[src/rtl/button_pulse_gen_if.sv]
// rtl/button_pulse_gen_if.sv - raw button inputs and pulse outputs of button_pulse_gen
//
// Purpose: bundles the two raw push-buttons and the three strobes that
// button_pulse_gen produces, so the block and its user share one bundle.
// Signals:
//   i_btn_inc    raw increment button, asynchronous to the clock
//   i_btn_dec    raw decrement button, asynchronous to the clock
//   o_inc_pulse  one-clock increment strobe
//   o_dec_pulse  one-clock decrement strobe
//   o_tick       one-clock millisecond strobe
// Modports: master drives the buttons and observes the strobes; slave is
// the conditioner itself.

interface button_pulse_gen_if;
  logic i_btn_inc;
  logic i_btn_dec;
  logic o_inc_pulse;
  logic o_dec_pulse;
  logic o_tick;

  modport master (
    output i_btn_inc,
    output i_btn_dec,
    input  o_inc_pulse,
    input  o_dec_pulse,
    input  o_tick
  );

  modport slave (
    input  i_btn_inc,
    input  i_btn_dec,
    output o_inc_pulse,
    output o_dec_pulse,
    output o_tick
  );
endinterface

[src/rtl/button_pulse_gen.sv]
// rtl/button_pulse_gen.sv - debounced inc/dec push-button pulse generator with auto-repeat
//
// Purpose: synchronises and debounces the two clock-setting buttons and
// turns each press into one-clock pulses, repeating slowly and then fast
// while a button stays held. Pressing both buttons locks both outputs off
// until both are released.
// Ports:
//   i_clk      system clock, all logic on the rising edge
//   i_reset_n  asynchronous active-low reset
//   bus        slave side of button_pulse_gen_if (raw buttons in,
//              o_inc_pulse / o_dec_pulse / o_tick out)

module button_pulse_gen #(
  parameter int CLK_DIV         = 100000,
  parameter int DEBOUNCE_MS     = 20,
  parameter int REPEAT_DELAY_MS = 500,
  parameter int REPEAT_MS       = 100,
  parameter int FAST_AFTER      = 10,
  parameter int REPEAT_FAST_MS  = 25,
  parameter int BTN_ACTIVE_LOW  = 1
) (
  input logic               i_clk,
  input logic               i_reset_n,
  button_pulse_gen_if.slave bus
);

  localparam int PW = (CLK_DIV > 1) ? $clog2(CLK_DIV) : 1;
  localparam logic [PW-1:0] PS_LAST = PW'(CLK_DIV - 1);
  localparam logic [PW-1:0] PS_ONE  = PW'(1);

  localparam int DW = $clog2(DEBOUNCE_MS + 1);
  localparam logic [DW-1:0] DB_LIM = DW'(DEBOUNCE_MS);
  localparam logic [DW-1:0] DB_ONE = DW'(1);

  localparam int HMAX0 = (REPEAT_DELAY_MS > REPEAT_MS) ? REPEAT_DELAY_MS : REPEAT_MS;
  localparam int HMAX  = (HMAX0 > REPEAT_FAST_MS) ? HMAX0 : REPEAT_FAST_MS;
  localparam int HW    = $clog2(HMAX + 1);
  localparam logic [HW-1:0] HOLD_LIM = HW'(REPEAT_DELAY_MS);
  localparam logic [HW-1:0] SLOW_LIM = HW'(REPEAT_MS);
  localparam logic [HW-1:0] FAST_LIM = HW'(REPEAT_FAST_MS);
  localparam logic [HW-1:0] HOLD_ONE = HW'(1);

  localparam int RW = $clog2(FAST_AFTER + 1);
  localparam logic [RW-1:0] RPT_SAT = RW'(FAST_AFTER);
  localparam logic [RW-1:0] RPT_ONE = RW'(1);

  // Raw level of a released button; synchronisers reset to it so a button
  // held through reset is seen as a fresh press afterwards.
  localparam logic REL = (BTN_ACTIVE_LOW != 0);

  typedef enum logic [1:0] {IDLE, HOLD, REPEAT} state_t;

  // Index 0 is the increment button, index 1 the decrement button.
  logic [1:0]    sync1_q, sync2_q, pressed;
  logic [PW-1:0] ps_q;
  logic          tick;
  logic [1:0]    db_q, db_d;
  logic [DW-1:0] dbc_q [2];
  logic [DW-1:0] dbc_d [2];
  logic          lock_q, lock_d;
  state_t        state_q [2];
  state_t        state_d [2];
  logic [HW-1:0] hold_q [2];
  logic [HW-1:0] hold_d [2];
  logic [HW-1:0] ival [2];
  logic [RW-1:0] rpt_q [2];
  logic [RW-1:0] rpt_d [2];
  logic [1:0]    pulse_d, pulse_q;

  assign pressed = sync2_q ^ {2{REL}};
  assign tick    = (ps_q == PS_LAST);

  always_ff @(posedge i_clk or negedge i_reset_n) begin
    if (!i_reset_n) begin
      sync1_q <= {2{REL}};
      sync2_q <= {2{REL}};
      ps_q    <= '0;
      db_q    <= '0;
      lock_q  <= 1'b0;
      pulse_q <= '0;
      for (int b = 0; b < 2; b++) begin
        dbc_q[b]   <= '0;
        state_q[b] <= IDLE;
        hold_q[b]  <= '0;
        rpt_q[b]   <= '0;
      end
    end else begin
      sync1_q <= {bus.i_btn_dec, bus.i_btn_inc};
      sync2_q <= sync1_q;
      ps_q    <= tick ? '0 : ps_q + PS_ONE;
      db_q    <= db_d;
      lock_q  <= lock_d;
      pulse_q <= pulse_d;
      for (int b = 0; b < 2; b++) begin
        dbc_q[b]   <= dbc_d[b];
        state_q[b] <= state_d[b];
        hold_q[b]  <= hold_d[b];
        rpt_q[b]   <= rpt_d[b];
      end
    end
  end

  // Debounce: a differing level must persist across DEBOUNCE_MS ticks.
  always_comb begin
    db_d = db_q;
    for (int b = 0; b < 2; b++) begin
      dbc_d[b] = dbc_q[b];
      if (pressed[b] == db_q[b]) begin
        dbc_d[b] = '0;
      end else if (tick) begin
        if (dbc_q[b] + DB_ONE == DB_LIM) begin
          db_d[b]  = ~db_q[b];
          dbc_d[b] = '0;
        end else begin
          dbc_d[b] = dbc_q[b] + DB_ONE;
        end
      end
    end
    // Decided on the new debounced levels so that a press edge arriving in
    // the very cycle both become pressed is already suppressed.
    lock_d = lock_q ? (db_d != 2'b00) : (db_d == 2'b11);
  end

  always_comb begin
    pulse_d = '0;
    for (int b = 0; b < 2; b++) begin
      state_d[b] = state_q[b];
      hold_d[b]  = hold_q[b];
      rpt_d[b]   = rpt_q[b];
      ival[b]    = (rpt_q[b] < RPT_SAT) ? SLOW_LIM : FAST_LIM;
      if (lock_d) begin
        state_d[b] = IDLE;
        hold_d[b]  = '0;
        rpt_d[b]   = '0;
      end else begin
        case (state_q[b])
          IDLE: begin
            if (db_d[b] && !db_q[b]) begin
              pulse_d[b] = 1'b1;
              hold_d[b]  = '0;
              rpt_d[b]   = '0;
              state_d[b] = HOLD;
            end
          end
          HOLD: begin
            if (!db_d[b]) begin
              state_d[b] = IDLE;
            end else if (tick) begin
              if (hold_q[b] + HOLD_ONE == HOLD_LIM) begin
                pulse_d[b] = 1'b1;
                rpt_d[b]   = RPT_ONE;
                hold_d[b]  = '0;
                state_d[b] = REPEAT;
              end else begin
                hold_d[b] = hold_q[b] + HOLD_ONE;
              end
            end
          end
          REPEAT: begin
            if (!db_d[b]) begin
              state_d[b] = IDLE;
            end else if (tick) begin
              if (hold_q[b] + HOLD_ONE == ival[b]) begin
                pulse_d[b] = 1'b1;
                hold_d[b]  = '0;
                if (rpt_q[b] < RPT_SAT) begin
                  rpt_d[b] = rpt_q[b] + RPT_ONE;
                end
              end else begin
                hold_d[b] = hold_q[b] + HOLD_ONE;
              end
            end
          end
          default: state_d[b] = IDLE;
        endcase
      end
    end
  end

  assign bus.o_inc_pulse = pulse_q[0];
  assign bus.o_dec_pulse = pulse_q[1];
  assign bus.o_tick      = tick;

endmodule

[src/flat_wrapper.sv]
// flat-port wrapper written by rule: the top's interface ports become plain ports
module button_pulse_gen_flat 
#(
  parameter int CLK_DIV         = 100000,
  parameter int DEBOUNCE_MS     = 20,
  parameter int REPEAT_DELAY_MS = 500,
  parameter int REPEAT_MS       = 100,
  parameter int FAST_AFTER      = 10,
  parameter int REPEAT_FAST_MS  = 25,
  parameter int BTN_ACTIVE_LOW  = 1
)
  (i_clk, i_reset_n, bus_i_btn_inc, bus_i_btn_dec, bus_o_inc_pulse, bus_o_dec_pulse, bus_o_tick);
  button_pulse_gen_if bus_i ();
  input logic i_clk;
  input logic i_reset_n;
  input wire logic [$bits(bus_i.i_btn_inc)-1:0] bus_i_btn_inc;
  input wire logic [$bits(bus_i.i_btn_dec)-1:0] bus_i_btn_dec;
  output wire logic [$bits(bus_i.o_inc_pulse)-1:0] bus_o_inc_pulse;
  output wire logic [$bits(bus_i.o_dec_pulse)-1:0] bus_o_dec_pulse;
  output wire logic [$bits(bus_i.o_tick)-1:0] bus_o_tick;
  assign bus_i.i_btn_inc = bus_i_btn_inc;
  assign bus_i.i_btn_dec = bus_i_btn_dec;
  assign bus_o_inc_pulse = bus_i.o_inc_pulse;
  assign bus_o_dec_pulse = bus_i.o_dec_pulse;
  assign bus_o_tick = bus_i.o_tick;
  button_pulse_gen #(.CLK_DIV(CLK_DIV), .DEBOUNCE_MS(DEBOUNCE_MS), .REPEAT_DELAY_MS(REPEAT_DELAY_MS), .REPEAT_MS(REPEAT_MS), .FAST_AFTER(FAST_AFTER), .REPEAT_FAST_MS(REPEAT_FAST_MS), .BTN_ACTIVE_LOW(BTN_ACTIVE_LOW)) u_core (.i_clk(i_clk), .i_reset_n(i_reset_n), .bus(bus_i));
endmodule
[config.mk]
export PLATFORM = sky130hd
export DESIGN_NAME = button_pulse_gen_flat
export DESIGN_NICKNAME = d
export VERILOG_FILES = /design/src/rtl/button_pulse_gen_if.sv /design/src/rtl/button_pulse_gen.sv /design/src/flat_wrapper.sv
export SDC_FILE = /design/constraint.sdc
export NUM_CORES = 1
export LEC_CHECK = 0
export BUFFER_PORTS_ARGS = -buffer_cell sky130_fd_sc_hd__buf_2
export CORE_UTILIZATION = 40
export DETAILED_ROUTE_END_ITERATION = 8
export GPL_TIMING_DRIVEN = 0
export SETUP_SLACK_MARGIN = 0.05
export SYNTH_ARGS = -nofsm -noshare
export SYNTH_HDL_FRONTEND = slang
export SYNTH_SLANG_ARGS = --single-unit
[constraint.sdc]
create_clock -name i_clk -period 4.8 [get_ports i_clk]
set_clock_uncertainty 0.05 [all_clocks]
set_input_delay 0.24 -clock i_clk [delete_from_list [all_inputs] [get_ports i_clk]]
set_output_delay 0.24 -clock i_clk [all_outputs]
set_load 0.005 [all_outputs]
# After elaboration in Yosys (flattened, before gate mapping)
# Cells that the tools add are included.
# op_classes
muxes,86
n_addsub,7
magnitude_cmp,2
reduce_logical,17
n_eq_ne,36
bitwise,3
# op_table
cell,count
9-bit 2-to-1 mux,16
4-bit 2-to-1 mux,18
9-bit case mux with 3 select lines,2
3-bit by 1-bit inequality test with 1-bit output (second input constant),16
5-bit 2-to-1 mux,6
2-bit 2-to-1 mux,12
4-bit case mux with 3 select lines,2
1-bit 2-to-1 mux,23
9-bit by 1-bit adder with 9-bit output (second input constant),2
9-bit equality test,2
9-bit equality test (second input constant),2
9-bit AND reduction,2
17-bit by 1-bit adder with 17-bit output (second input constant),1
17-bit equality test (second input constant),1
17-bit 2-to-1 mux,1
7-bit 2-to-1 mux,2
2-bit case mux with 3 select lines,2
6-bit AND reduction,2
5-bit by 1-bit adder with 5-bit output (second input constant),2
5-bit equality test (second input constant),2
4-bit by 1-bit adder with 4-bit output (second input constant),2
4-bit less-than comparator (second input constant),2
4-bit by 3-bit inequality test with 1-bit output (second input constant),2
4-bit inequality test (second input constant),2
other kinds (13),27
# totals
inputBits,4
register_bits,66
wordCells,165

# Longest topological paths before layout
# Gate-level depths: netlist of the first run.
# depth
depth_word,9
depth_mapped,12
mapped_depth_nobuf,10

# Worst setup path after synthesis of the first run
# No wires, ideal clock.
# synth_timing
kind,flip-flop to flip-flop
start,register u_core.ps_q[6]
end,register u_core.rpt_q[4] (netlist bit)
arrival_time_ps,3188
synth_period_minus_slack_ps,3333
required_time_ps,4655
path_slack_ps,1467
stages_incl_launch_ff,11
path_buffers,1
cell_sequence,dfrtp_1 or4b_4 or4_4 inv_2 buf_6 a41oi_4 or4b_1 o22a_1 a21oi_4 or4b_1 o31ai_1
# synth_between
elab_chain_len,7
word_cells_on_any_way,20
# synth_rtl
element,line,source
"start, declared",button_pulse_gen.sv:55,logic [PW-1:0] ps_q;
"start signal, assigned",button_pulse_gen.sv:90,ps_q <= tick ? '0 : ps_q + PS_ONE;
17-bit equality test *,button_pulse_gen.sv:71,assign tick = (ps_q == PS_LAST);
1-bit 2-to-1 mux,button_pulse_gen.sv:110,end else if (tick) begin
1-bit 2-to-1 mux,button_pulse_gen.sv:108,if (pressed[b] == db_q[b]) begin
2-bit equality test / 2-bit nonzero test (equally long branches),button_pulse_gen.sv:121,lock_d = lock_q ? (db_d != 2'b00) : (db_d == 2'b11);
1-bit 2-to-1 mux,button_pulse_gen.sv:121,
3-bit by 1-bit inequality test with 1-bit output (no line) / 4-bit nonzero test (equally long branches),--,
9-bit AND reduction (no line),--,
"end signal, assigned by index",button_pulse_gen.sv:98,rpt_q[b] <= rpt_d[b];
"end, declared",button_pulse_gen.sv:66,logic [RW-1:0] rpt_q [2];
# Every way passes the cells marked *; elsewhere a longest branch is shown, timed or not.
# A chain may end at the register's enable or synchronous reset.

# Worst setup path in the final report of the first run
# layout_timing
start,register u_core.ps_q[6]
end,register u_core.hold_q[12] (netlist bit)
# layout_between
elab_chain_len,7
word_cells_on_any_way,17
# layout_rtl
element,line,source
17-bit equality test *,button_pulse_gen.sv:71,
1-bit 2-to-1 mux *,button_pulse_gen.sv:110,
1-bit 2-to-1 mux *,button_pulse_gen.sv:108,
named net u_core.db_d[0],button_pulse_gen.sv:57,"logic [1:0] db_q, db_d;"
2-bit equality test / 2-bit nonzero test (equally long branches),button_pulse_gen.sv:121,
1-bit 2-to-1 mux,button_pulse_gen.sv:121,
3-bit by 1-bit inequality test with 1-bit output (no line) / 4-bit nonzero test (equally long branches),--,
6-bit AND reduction (no line),--,
"end signal, assigned by index",button_pulse_gen.sv:97,hold_q[b] <= hold_d[b];
"end, declared",button_pulse_gen.sv:63,logic [HW-1:0] hold_q [2];
# The timed path passes the listed nets; every way through them passes the cells marked *.

==> impl_metrics.env, run 1 <==
export IMPL_slew_violations=0
export IMPL_synth_flop_cell="dfrtp_1"
export IMPL_min_period_ns=3.91
export IMPL_grt_pass1_wl_um=16200
export IMPL_postSynthCellCount=479
export IMPL_cts_max_level=3
export IMPL_drc=0
export IMPL_viasPerCell=5.59
export IMPL_place_area_um2=4460
export IMPL_syn_nets=501
export IMPL_place_hpwl_um=6550
export IMPL_dr_total_vias=3578
export IMPL_fp_dieH_um=105
export IMPL_multiInputGateArea_um2=2430
export IMPL_drt_met1_wl_um=4670
export IMPL_yosysTopAreaCell="dfrtp_1"
export IMPL_n_antenna_cell=0
export IMPL_rsz0062_at_grt="no"
export IMPL_antenna_left=0
export IMPL_cts_tree="yes"
export IMPL_max_cap_viol_count=0
export IMPL_dp_cells=621
export IMPL_period_share_pct=81.4
export IMPL_worst_pin_slew_ns=0.849
export IMPL_wl_met2_um=4210
export IMPL_wl_per_cell_um=14.5
export IMPL_cts_resized=0
export IMPL_row_count=37
export IMPL_numPortBuffers=6
export IMPL_end_kind="register"
export IMPL_required_ns=5.00
export IMPL_setup_tns_ns=0
export IMPL_hold_viol=0
export IMPL_start_util_pct=41.3
export IMPL_wirelength_um=9300
export IMPL_boundaryPins=7
export IMPL_final_cells=640
export IMPL_cp_arrival_ns=4.11
export IMPL_route_met3_wl_um=337
export IMPL_final_area_um2=4700
export IMPL_grt_max_degree=67
export IMPL_gp_congestion=0.800
export IMPL_vdd_ir_drop_max_uv=131
export IMPL_worst_skew_pair_late_latency_ns=0.35
export IMPL_top_layer_used="met4"
export IMPL_ctsLongestPathBuffers=2
export IMPL_synthMostInstantiatedCell="dfrtp_1"
export IMPL_total_power_w=0.00106
export IMPL_post_synth_top_area_fraction_pct=36.4
export IMPL_criticalPathCategory="reg -> reg"
export IMPL_yosys_top_cells_area="dfrtp_1 36%, ha_1 5.3%, nand2_1 4.5%, a21oi_1 3.6%, nor2_1 3.1%"
export IMPL_p_per_area_nw_per_um2=225
export IMPL_layout_drive_gt1_share_pct=8.53
export IMPL_drt_first_iter_violations=166
export IMPL_synth_cell_types=75
export IMPL_root_buffer="clkbuf_8"
export IMPL_die_w_um=105
export IMPL_final_net_count=521
export IMPL_grt_pass1_vias=3442
export IMPL_yosys_warnings=0
export IMPL_grt_usage_pct=18.0
export IMPL_synth_enable_flop_cells=0
export IMPL_status="complete, no violations"
export IMPL_seq_area_frac_synth_pct=38.9
export IMPL_relSlewSlack_pct=43.4
export IMPL_setup_viol=0
export IMPL_ys_top_cells_by_count="62 x dfrtp_1, 51 x nand2_1, 35 x nor2_1"
export IMPL_leakage_nw=1.92
export IMPL_hold_class="reg -> reg"
export IMPL_firstDrtPassIters=4
export IMPL_antenna_found_initial=0
export IMPL_core_region_area_um2=10300
export IMPL_ys_ff_latch=66
export IMPL_syn_area_um2=4260
export IMPL_fmax_mhz=256
export IMPL_dieArea_um2=11100
export IMPL_fill_cells=998
export IMPL_synth_async_reset_ratio_pct=100
export IMPL_avgSynthCellArea_um2=8.90
export IMPL_cts_buffers=9
export IMPL_critPathLaunchType="register"
export IMPL_cts_sinks=66
export IMPL_clk_pin_slew_ns=0.09
export IMPL_critical_path_max_fanout=10
export IMPL_grt_overflow=0
export IMPL_area_delta_synth_final_pct=10.2
export IMPL_register_area_um2=1660
-- critical path, cell delays in order (launching register included) --
cell and delay (ns):
dfrtp_1 0.44, or4b_4 0.57, nor4_2 0.71, nand2_1 0.12, mux2_2 0.36, maj3_2 0.43, a211oi_2 0.53, o21ai_1 0.31
o31ai_1 0.27
-- metrics by stage --
step           hold slack, ns  util (%)  setup slack [ns]
2_1_floorplan          -0.106         -              1.47
3_3_place_gp            0.295      43.2             0.950
3_5_place_dp            0.297      43.2             0.950
4_1_cts                 0.309      45.5             0.946
5_1_grt                 0.313      45.5             0.646
6_report                0.307      45.5             0.892
-- where the power goes --
part	internal, W	switching [W]
clock network	0.000244	0.000235
logic	0.00000318	0.0000129
registers	0.000559	0.00000130
total	0.000806	0.000249
-- state kept, by name (all words and copies together) (netlist names) --
name / flops
u_core.lock_q: 1
u_core.state_q: 4
u_core.sync1_q: 2
u_core.hold_q: 18
u_core.pulse_q: 2
u_core.rpt_q: 8
u_core.db_q: 2
u_core.dbc_q: 10
u_core.sync2_q: 2
u_core.ps_q: 17
-- kinds of logic after synthesis --
| logic type | share of synthesized area (%) |
|---|---|
| AND/OR/NAND/NOR | 24.8 |
| adder cells (fa/ha/maj) | 5.55 |
| XOR/XNOR | 5.34 |
| AO/OA/AOI/OAI | 19.7 |
| multiplexers | 1.67 |
| buffers and inverters | 4.08 |
| flip-flops | 38.9 |
-- area by class of cell --
type	count	area share, %
Clock inverter	7	1.65
Inverter	21	1.68
Multi-Input combinational cell	369	51.8
Sequential cell	66	35.3
Tap cell	136	3.62
Timing Repair Buffer	9	1.33
Clock buffer	9	2.64
Buffer	23	2.03
-- metal layers --
layer	GRT usage, %	vias to the layer above
met3	3.65	8
met4	5.53	0
met1	25.3	1717
met5	0	-
met2	27.7	68
li1	-	1785
-- final timing paths --
check | cells past startpoint | end | startpoint | slack [ns]
worst max register to register | 8 | u_core.hold_q[12]$_DFFE_PN0P_ | u_core.ps_q[6]$_DFF_PN0_ | 0.89
min in group asynchronous | 2 | u_core.hold_q[12]$_DFFE_PN0P_ | i_reset_n | 0.49
worst max-delay path | 8 | u_core.hold_q[12]$_DFFE_PN0P_ | u_core.ps_q[6]$_DFF_PN0_ | 0.89
worst min register to register | 0 | u_core.sync2_q[1]$_DFF_PN1_ | u_core.sync1_q[1]$_DFF_PN1_ | 0.31
max in group asynchronous | 2 | u_core.db_q[1]$_DFF_PN0_ | i_reset_n | 3.65
worst min-delay path | 0 | u_core.sync2_q[1]$_DFF_PN1_ | u_core.sync1_q[1]$_DFF_PN1_ | 0.31
-- cell usage in the layout, fill, tap and decap left out, types with 3 or more instances in the layout --
master / count
buf_2: 6
and4b_1: 3
a2bb2oi_1: 7
or3_1: 5
inv_1: 20
o31ai_1: 11
nor3_1: 14
dfrtp_1: 62
o21ai_0: 16
mux2i_1: 6
dfstp_2: 4
a21oi_1: 31
nand2_1: 51
o21ai_1: 17
xor2_1: 14
nor2_1: 35
xnor2_1: 12
o21bai_1: 3
o21a_1: 3
nand4b_1: 5
nand2b_1: 6
clkbuf_1: 20
nand3_1: 22
nor2b_1: 7
a22oi_1: 3
nor3b_1: 4
or4b_1: 4
a31oi_1: 5
dlygate4sd3_1: 3
ha_1: 18
clkbuf_8: 9
nand4_1: 14
and3_1: 3
-- timing repair --
action / CTS / global route
buffers inserted: 0 / 0
endpoints found under the hold margin: 59 / 0
hold buffers: 3 / 0
No activity file was read; power rests on OpenSTA's default activity.
==> run 2: changes to the inputs <==
==> constraint.sdc (replaced) <==
create_clock -name i_clk -period 3.9 [get_ports i_clk]
set_clock_uncertainty 0.05 [all_clocks]
set_input_delay 0.195 -clock i_clk [delete_from_list [all_inputs] [get_ports i_clk]]
set_output_delay 0.195 -clock i_clk [all_outputs]
set_load 0.005 [all_outputs]
==> run 2 against run 1 <==
Compared with the run above:
- non-clock buffer count unchanged
- largest cell class unchanged
- via count increased by 0.95%
- worst setup slack worse by 0.64 ns
==> impl_metrics.env, run 2 (synthesis gave the netlist of run 1 again) <==
export IMPL_cpPeakStageDelay_ns=0.59
export IMPL_r2r_cells=10
export IMPL_end_kind="register"
export IMPL_row_count=37
export IMPL_grt_pass1_wl_um=16200
export IMPL_hold_viol=0
export IMPL_crit_slowest_cell="or4b_4"
export IMPL_area_delta_synth_final_pct=10.6
export IMPL_drc=0
export IMPL_n_antenna_cell=0
export IMPL_status="complete, no violations"
export IMPL_top_layer_used="met4"
export IMPL_critPathLaunchType="register"
export IMPL_setup_tns_ns=0
export IMPL_critPathLaunch="u_core.ps_q[6]$_DFF_PN0_"
export IMPL_root_buffer="clkbuf_8"
export IMPL_r2r_end="u_core.rpt_q[3]$_DFFE_PN0P_"
export IMPL_top_register="u_core.hold_q"
export IMPL_core_region_area_um2=10300
export IMPL_largestRegisters="u_core.hold_q: 18 flops, u_core.ps_q: 17 flops, u_core.dbc_q: 10 flops"
export IMPL_route_met3_wl_um=324
export IMPL_dr_total_vias=3612
export IMPL_die_w_um=105
export IMPL_place_hpwl_um=6550
export IMPL_firstDrtPassIters=4
export IMPL_largest_reg_flops=18
export IMPL_grt_usage_pct=18.0
export IMPL_cp_arrival_ns=3.84
export IMPL_layout_commonest_cell="dfrtp_1"
export IMPL_drt_met1_wl_um=4670
export IMPL_reg2reg_slack_ns=0.25
export IMPL_clk_pin_slew_ns=0.09
export IMPL_multiInputGateArea_um2=2450
export IMPL_cts_sinks=66
export IMPL_critical_path_max_fanout=10
export IMPL_hold_class="reg -> reg"
export IMPL_ctsLongestPathBuffers=2
export IMPL_fmax_mhz=274
export IMPL_min_period_ns=3.65
export IMPL_final_net_count=521
export IMPL_dieArea_um2=11100
export IMPL_grt_overflow=0
export IMPL_drt_first_iter_violations=194
export IMPL_period_share_pct=93.5
export IMPL_slew_violations=0
export IMPL_required_ns=4.10
export IMPL_cts_setup_buffers=0
export IMPL_worst_skew_pair_late_latency_ns=0.35
export IMPL_path_cells="or4b_4, or4_4, inv_2, buf_6, nand4b_1, a22oi_1, a221o_1, o21ai_1, or4_1, o31ai_1"
export IMPL_total_power_w=0.00130
export IMPL_vdd_ir_drop_max_uv=161
export IMPL_setup_viol=0
export IMPL_wl_per_cell_um=14.5
export IMPL_criticalPathCategory="reg -> reg"
export IMPL_gp_congestion=0.800
export IMPL_viasPerCell=5.64
export IMPL_cts_buffers=9
export IMPL_min_delay_start="u_core.sync1_q[1]$_DFF_PN1_"
export IMPL_register_area_um2=1660
export IMPL_worstSetupEndpoint="u_core.rpt_q[3]$_DFFE_PN0P_"
export IMPL_most_common_layout_cells="62 x dfrtp_1, 51 x nand2_1, 35 x nor2_1"
export IMPL_cts_tree="yes"
export IMPL_grt_max_degree=67
export IMPL_fp_dieH_um=105
export IMPL_cts_max_level=3
export IMPL_leakage_nw=1.94
export IMPL_antenna_left=0
export IMPL_start_util_pct=41.3
export IMPL_reg2reg_from="u_core.ps_q[6]$_DFF_PN0_"
export IMPL_wl_met2_um=4220
export IMPL_numPortBuffers=6
export IMPL_antenna_found_initial=0
export IMPL_grt_pass1_vias=3446
export IMPL_boundaryPins=7
export IMPL_max_cap_viol_count=0
export IMPL_relSlewSlack_pct=43.9
export IMPL_worst_pin_slew_ns=0.842
export IMPL_rsz0062_at_grt="no"
export IMPL_fill_cells=997
export IMPL_wirelength_um=9310
export IMPL_p_per_area_nw_per_um2=276
export IMPL_layout_drive_gt1_share_pct=8.73
-- run 2: cell counts in the layout (fill, tap and decap cells not counted) --
No cell type changed its count.
-- run 2: worst max-delay path, delay by kind of cell, from the launching register on --
family / cells / cell delay, ns
AOI/OAI and AO/OA: 4 / 0.88
buffers and inverters: 2 / 0.25
DFF: 1 / 0.44
and+or+nand+nor: 4 / 1.92
-- run 2: worst min path at each step --
stage	slack [ns]	endpoint	cells after the start
after detailed placement	0.25	u_core.sync1_q[1]$_DFF_PN1_	1
after global routing	0.31	u_core.sync2_q[1]$_DFF_PN1_	0
after CTS	0.31	u_core.sync2_q[1]$_DFF_PN1_	0
after global placement	0.25	u_core.sync1_q[1]$_DFF_PN1_	1
final	0.31	u_core.sync2_q[1]$_DFF_PN1_	0
after floorplan	-0.15	u_core.db_q[0]$_DFF_PN0_	0
-- run 2: metal layers --
| layer | track usage (%) | vias to the layer above |
|---|---|---|
| met2 | 27.7 | 65 |
| met4 | 5.53 | 0 |
| met3 | 3.65 | 10 |
| met5 | 0 | - |
| li1 | - | 1787 |
| met1 | 25.3 | 1750 |
-- run 2: timing repair --
item                       CTS  global route
hold buffers                 3             0
hold endpoints to repair    64             0
setup endpoints to repair    1             4
resized for setup            1             3
-- run 2: metrics by stage --
| stage | hold WS [ns] | instance area [um^2] | instances | utilization (%) | worst slack (ns) |
|---|---|---|---|---|---|
| after floorplan | -0.151 | 4260 | 479 | - | 0.567 |
| after global placement | 0.250 | 4460 | 621 | 43.2 | 0.0497 |
| after detailed placement | 0.252 | 4460 | 621 | 43.2 | 0.0495 |
| after CTS | 0.309 | 4700 | 640 | 45.6 | 0.248 |
| after global routing | 0.313 | 4710 | 640 | 45.7 | 0.0594 |
| final | 0.307 | 4710 | 640 | 45.7 | 0.253 |
-- run 2: final cells by class --
| type | instances | area share, % |
|---|---|---|
| Tap cell | 136 | 3.61 |
| Sequential cell | 66 | 35.1 |
| Buffer | 23 | 2.04 |
| Multi-Input combinational cell | 369 | 51.9 |
| Clock inverter | 7 | 1.65 |
| Clock buffer | 9 | 2.63 |
| Inverter | 21 | 1.67 |
| Timing Repair Buffer | 9 | 1.33 |
-- run 2: power breakdown --
group	leakage (nW)	total [W]	internal [W]	switching, W
Sequential	0.894	0.000689	0.000688	0.00000160
Clock	0.100	0.000591	0.000301	0.000290
Combinational	0.948	0.0000196	0.00000391	0.0000157
==> run 3: changes to the inputs <==
--- a/config.mk
+++ b/config.mk
@@ -6,6 +6,7 @@
 export NUM_CORES = 1
 export LEC_CHECK = 0
 export BUFFER_PORTS_ARGS = -buffer_cell sky130_fd_sc_hd__buf_2
+export CORE_ASPECT_RATIO = 0.5
 export CORE_UTILIZATION = 40
 export DETAILED_ROUTE_END_ITERATION = 8
 export GPL_TIMING_DRIVEN = 0
==> run 3 against run 2 <==
Compared with the run above:
- maximum frequency grew 0.79%
- first-iteration DRC count grew 9.3%
- non-clock buffer count is the same
- largest cell class unchanged
==> impl_metrics.env, run 3 (synthesis gave the netlist of run 1 again) <==
export IMPL_fmax_mhz=276
export IMPL_most_common_layout_cells="62 x dfrtp_1, 51 x nand2_1, 35 x nor2_1"
export IMPL_rsz0062_at_grt="no"
export IMPL_final_net_count=521
export IMPL_dp_cells=625
export IMPL_die_w_um=148
export IMPL_root_buffer="clkbuf_16"
export IMPL_relSlewSlack_pct=41.8
export IMPL_grt_usage_pct=18.2
export IMPL_hold_class="reg -> reg"
export IMPL_viasPerCell=5.51
export IMPL_grt_pass1_vias=3179
export IMPL_intPower_w=0.00119
export IMPL_criticalPathCategory="reg -> reg"
export IMPL_required_ns=4.10
export IMPL_drc=0
export IMPL_setup_tns_ns=0
export IMPL_layout_setup_ws_ns=0.281
export IMPL_grt_max_degree=67
export IMPL_status="complete, no violations"
export IMPL_worst_hold_path_endpoint="u_core.sync2_q[0]$_DFF_PN1_"
export IMPL_start_util_pct=41.5
export IMPL_core_region_area_um2=10300
export IMPL_worstHoldPathCells=0
export IMPL_critical_path_max_fanout=10
export IMPL_cp_arrival_ns=3.82
export IMPL_whs_ns=0.306
export IMPL_max_cap_viol_count=0
export IMPL_r2r_cells=10
export IMPL_dieArea_um2=11100
export IMPL_wl_per_cell_um=14.5
export IMPL_area_delta_synth_final_pct=13.1
export IMPL_reg2reg_from="u_core.ps_q[6]$_DFF_PN0_"
export IMPL_place_hpwl_um=6390
export IMPL_cts_buffers=9
export IMPL_final_cells=644
export IMPL_slew_violations=0
export IMPL_grt_pass1_wl_um=15800
export IMPL_ctsLongestPathBuffers=2
export IMPL_combPwrFrac_pct=1.3
export IMPL_cts_sinks=66
export IMPL_cts_tree="yes"
export IMPL_worst_skew_pair_late_latency_ns=0.34
export IMPL_p_sw_w=0.000351
export IMPL_final_area_um2=4820
export IMPL_min_period_ns=3.62
export IMPL_pwr_share_seq_pct=44.8
export IMPL_path_cells="or4b_4, or4_4, inv_2, buf_6, nand4b_1, a22oi_1, a221o_1, o21ai_1, or4_1, o31ai_1"
export IMPL_fp_dieH_um=75.0
export IMPL_top_register="u_core.hold_q"
export IMPL_gp_congestion=0.867
export IMPL_clk_pin_slew_ns=0.06
export IMPL_leakage_nw=1.99
export IMPL_p_per_area_nw_per_um2=320
export IMPL_grt_overflow=0
export IMPL_layout_drive_gt1_share_pct=8.73
export IMPL_cts_max_level=3
export IMPL_drt_first_iter_violations=212
export IMPL_cpPeakStageDelay_ns=0.59
export IMPL_largestRegisters="u_core.hold_q: 18 flops, u_core.ps_q: 17 flops, u_core.dbc_q: 10 flops"
export IMPL_end_kind="register"
export IMPL_largest_reg_flops=18
export IMPL_pwr_share_clk_pct=54.0
export IMPL_firstDrtPassIters=4
export IMPL_antenna_found_initial=0
export IMPL_r2r_end="u_core.rpt_q[3]$_DFFE_PN0P_"
export IMPL_wirelength_um=9360
export IMPL_min_delay_start="u_core.sync1_q[0]$_DFF_PN1_"
export IMPL_reg2reg_slack_ns=0.28
export IMPL_dr_total_vias=3547
export IMPL_period_share_pct=92.8
export IMPL_row_count=26
export IMPL_switching_share_pct=22.8
export IMPL_n_antenna_cell=0
export IMPL_fill_cells=1015
export IMPL_path_buf_inv=2
export IMPL_hold_viol=0
export IMPL_pre_cts_slack_ns=0.0238
export IMPL_crit_slowest_cell="or4_4"
export IMPL_crit_family="simple AND/OR/NAND/NOR gates"
export IMPL_antenna_left=0
export IMPL_setup_viol=0
export IMPL_numPortBuffers=6
export IMPL_worst_pin_slew_ns=0.861
export IMPL_vdd_ir_drop_max_uv=196
export IMPL_place_area_um2=4470
export IMPL_critPathLaunchType="register"
export IMPL_boundaryPins=7
export IMPL_layout_commonest_cell="dfrtp_1"
run 3: per-layer routing:
metal / up-vias / global-route usage [%] / wire (um)
li1: 1796 / - / -
met1: 1688 / 25.4 / 4930
met2: 49 / 27.6 / 3980
met3: 14 / 5.15 / 325
met4: 0 / 5.38 / 115
met5: - / 0 / 0
run 3: how the worst max path moves through the flow:
stage | from | to | slack (ns) | cells after the start
after floorplan | u_core.ps_q[6]$_DFF_PN0_ | u_core.rpt_q[4]$_DFFE_PN0P_ | 0.57 | 10
after global placement | u_core.ps_q[6]$_DFF_PN0_ | u_core.hold_q[14]$_DFFE_PN0P_ | 0.01 | 8
after detailed placement | u_core.ps_q[6]$_DFF_PN0_ | u_core.hold_q[14]$_DFFE_PN0P_ | 0.02 | 8
after CTS | u_core.ps_q[13]$_DFF_PN0_ | u_core.hold_q[14]$_DFFE_PN0P_ | 0.21 | 8
after global routing | u_core.ps_q[12]$_DFF_PN0_ | u_core.rpt_q[3]$_DFFE_PN0P_ | 0.08 | 10
final | u_core.ps_q[6]$_DFF_PN0_ | u_core.rpt_q[3]$_DFFE_PN0P_ | 0.28 | 10
run 3: layout make-up:
type,count,area [um^2],share of cell area (%)
Sequential cell,66,1660,34.4
Inverter,21,78.8,1.64
Buffer,23,96.3,2.00
Clock inverter,7,77.6,1.61
Multi-Input combinational cell,369,2450,50.8
Timing Repair Buffer,9,62.6,1.30
Tap cell,140,175,3.63
Clock buffer,9,225,4.67
run 3: through the flow:
stage / power (W) / utilization [%]
finish: 0.00154 / 46.9
global route: 0.00160 / 46.9
CTS: 0.00157 / 46.8
detailed placement: 0.000722 / 43.5
global placement: 0.000721 / 43.5
floorplan: 0.000705 / -
run 3: worst reg2reg max path: stages, from the launching register on:
cell and delay, ns:
dfrtp_1 0.43, or4b_4 0.58, or4_4 0.59, inv_2 0.11
buf_6 0.15, nand4b_1 0.16, a22oi_1 0.24, a221o_1 0.18
o21ai_1 0.21, or4_1 0.59, o31ai_1 0.24
run 3: power groups by stage:
stage | registers, W | clock network (W) | logic [W]
global route | 0.000690 | 0.000887 | 0.0000235
CTS | 0.000690 | 0.000858 | 0.0000211
global placement | 0.000703 | 0 | 0.0000186
detailed placement | 0.000703 | 0 | 0.0000187
finish | 0.000690 | 0.000833 | 0.0000193
floorplan | 0.000702 | 0 | 0.00000229
run 3: timing repair:
item                       4_1_cts  5_1_grt
setup endpoints to repair        2        2
setup buffers                    0        0
hold endpoints to repair        64        0
hold buffers                     3        0
resized for setup                1        3
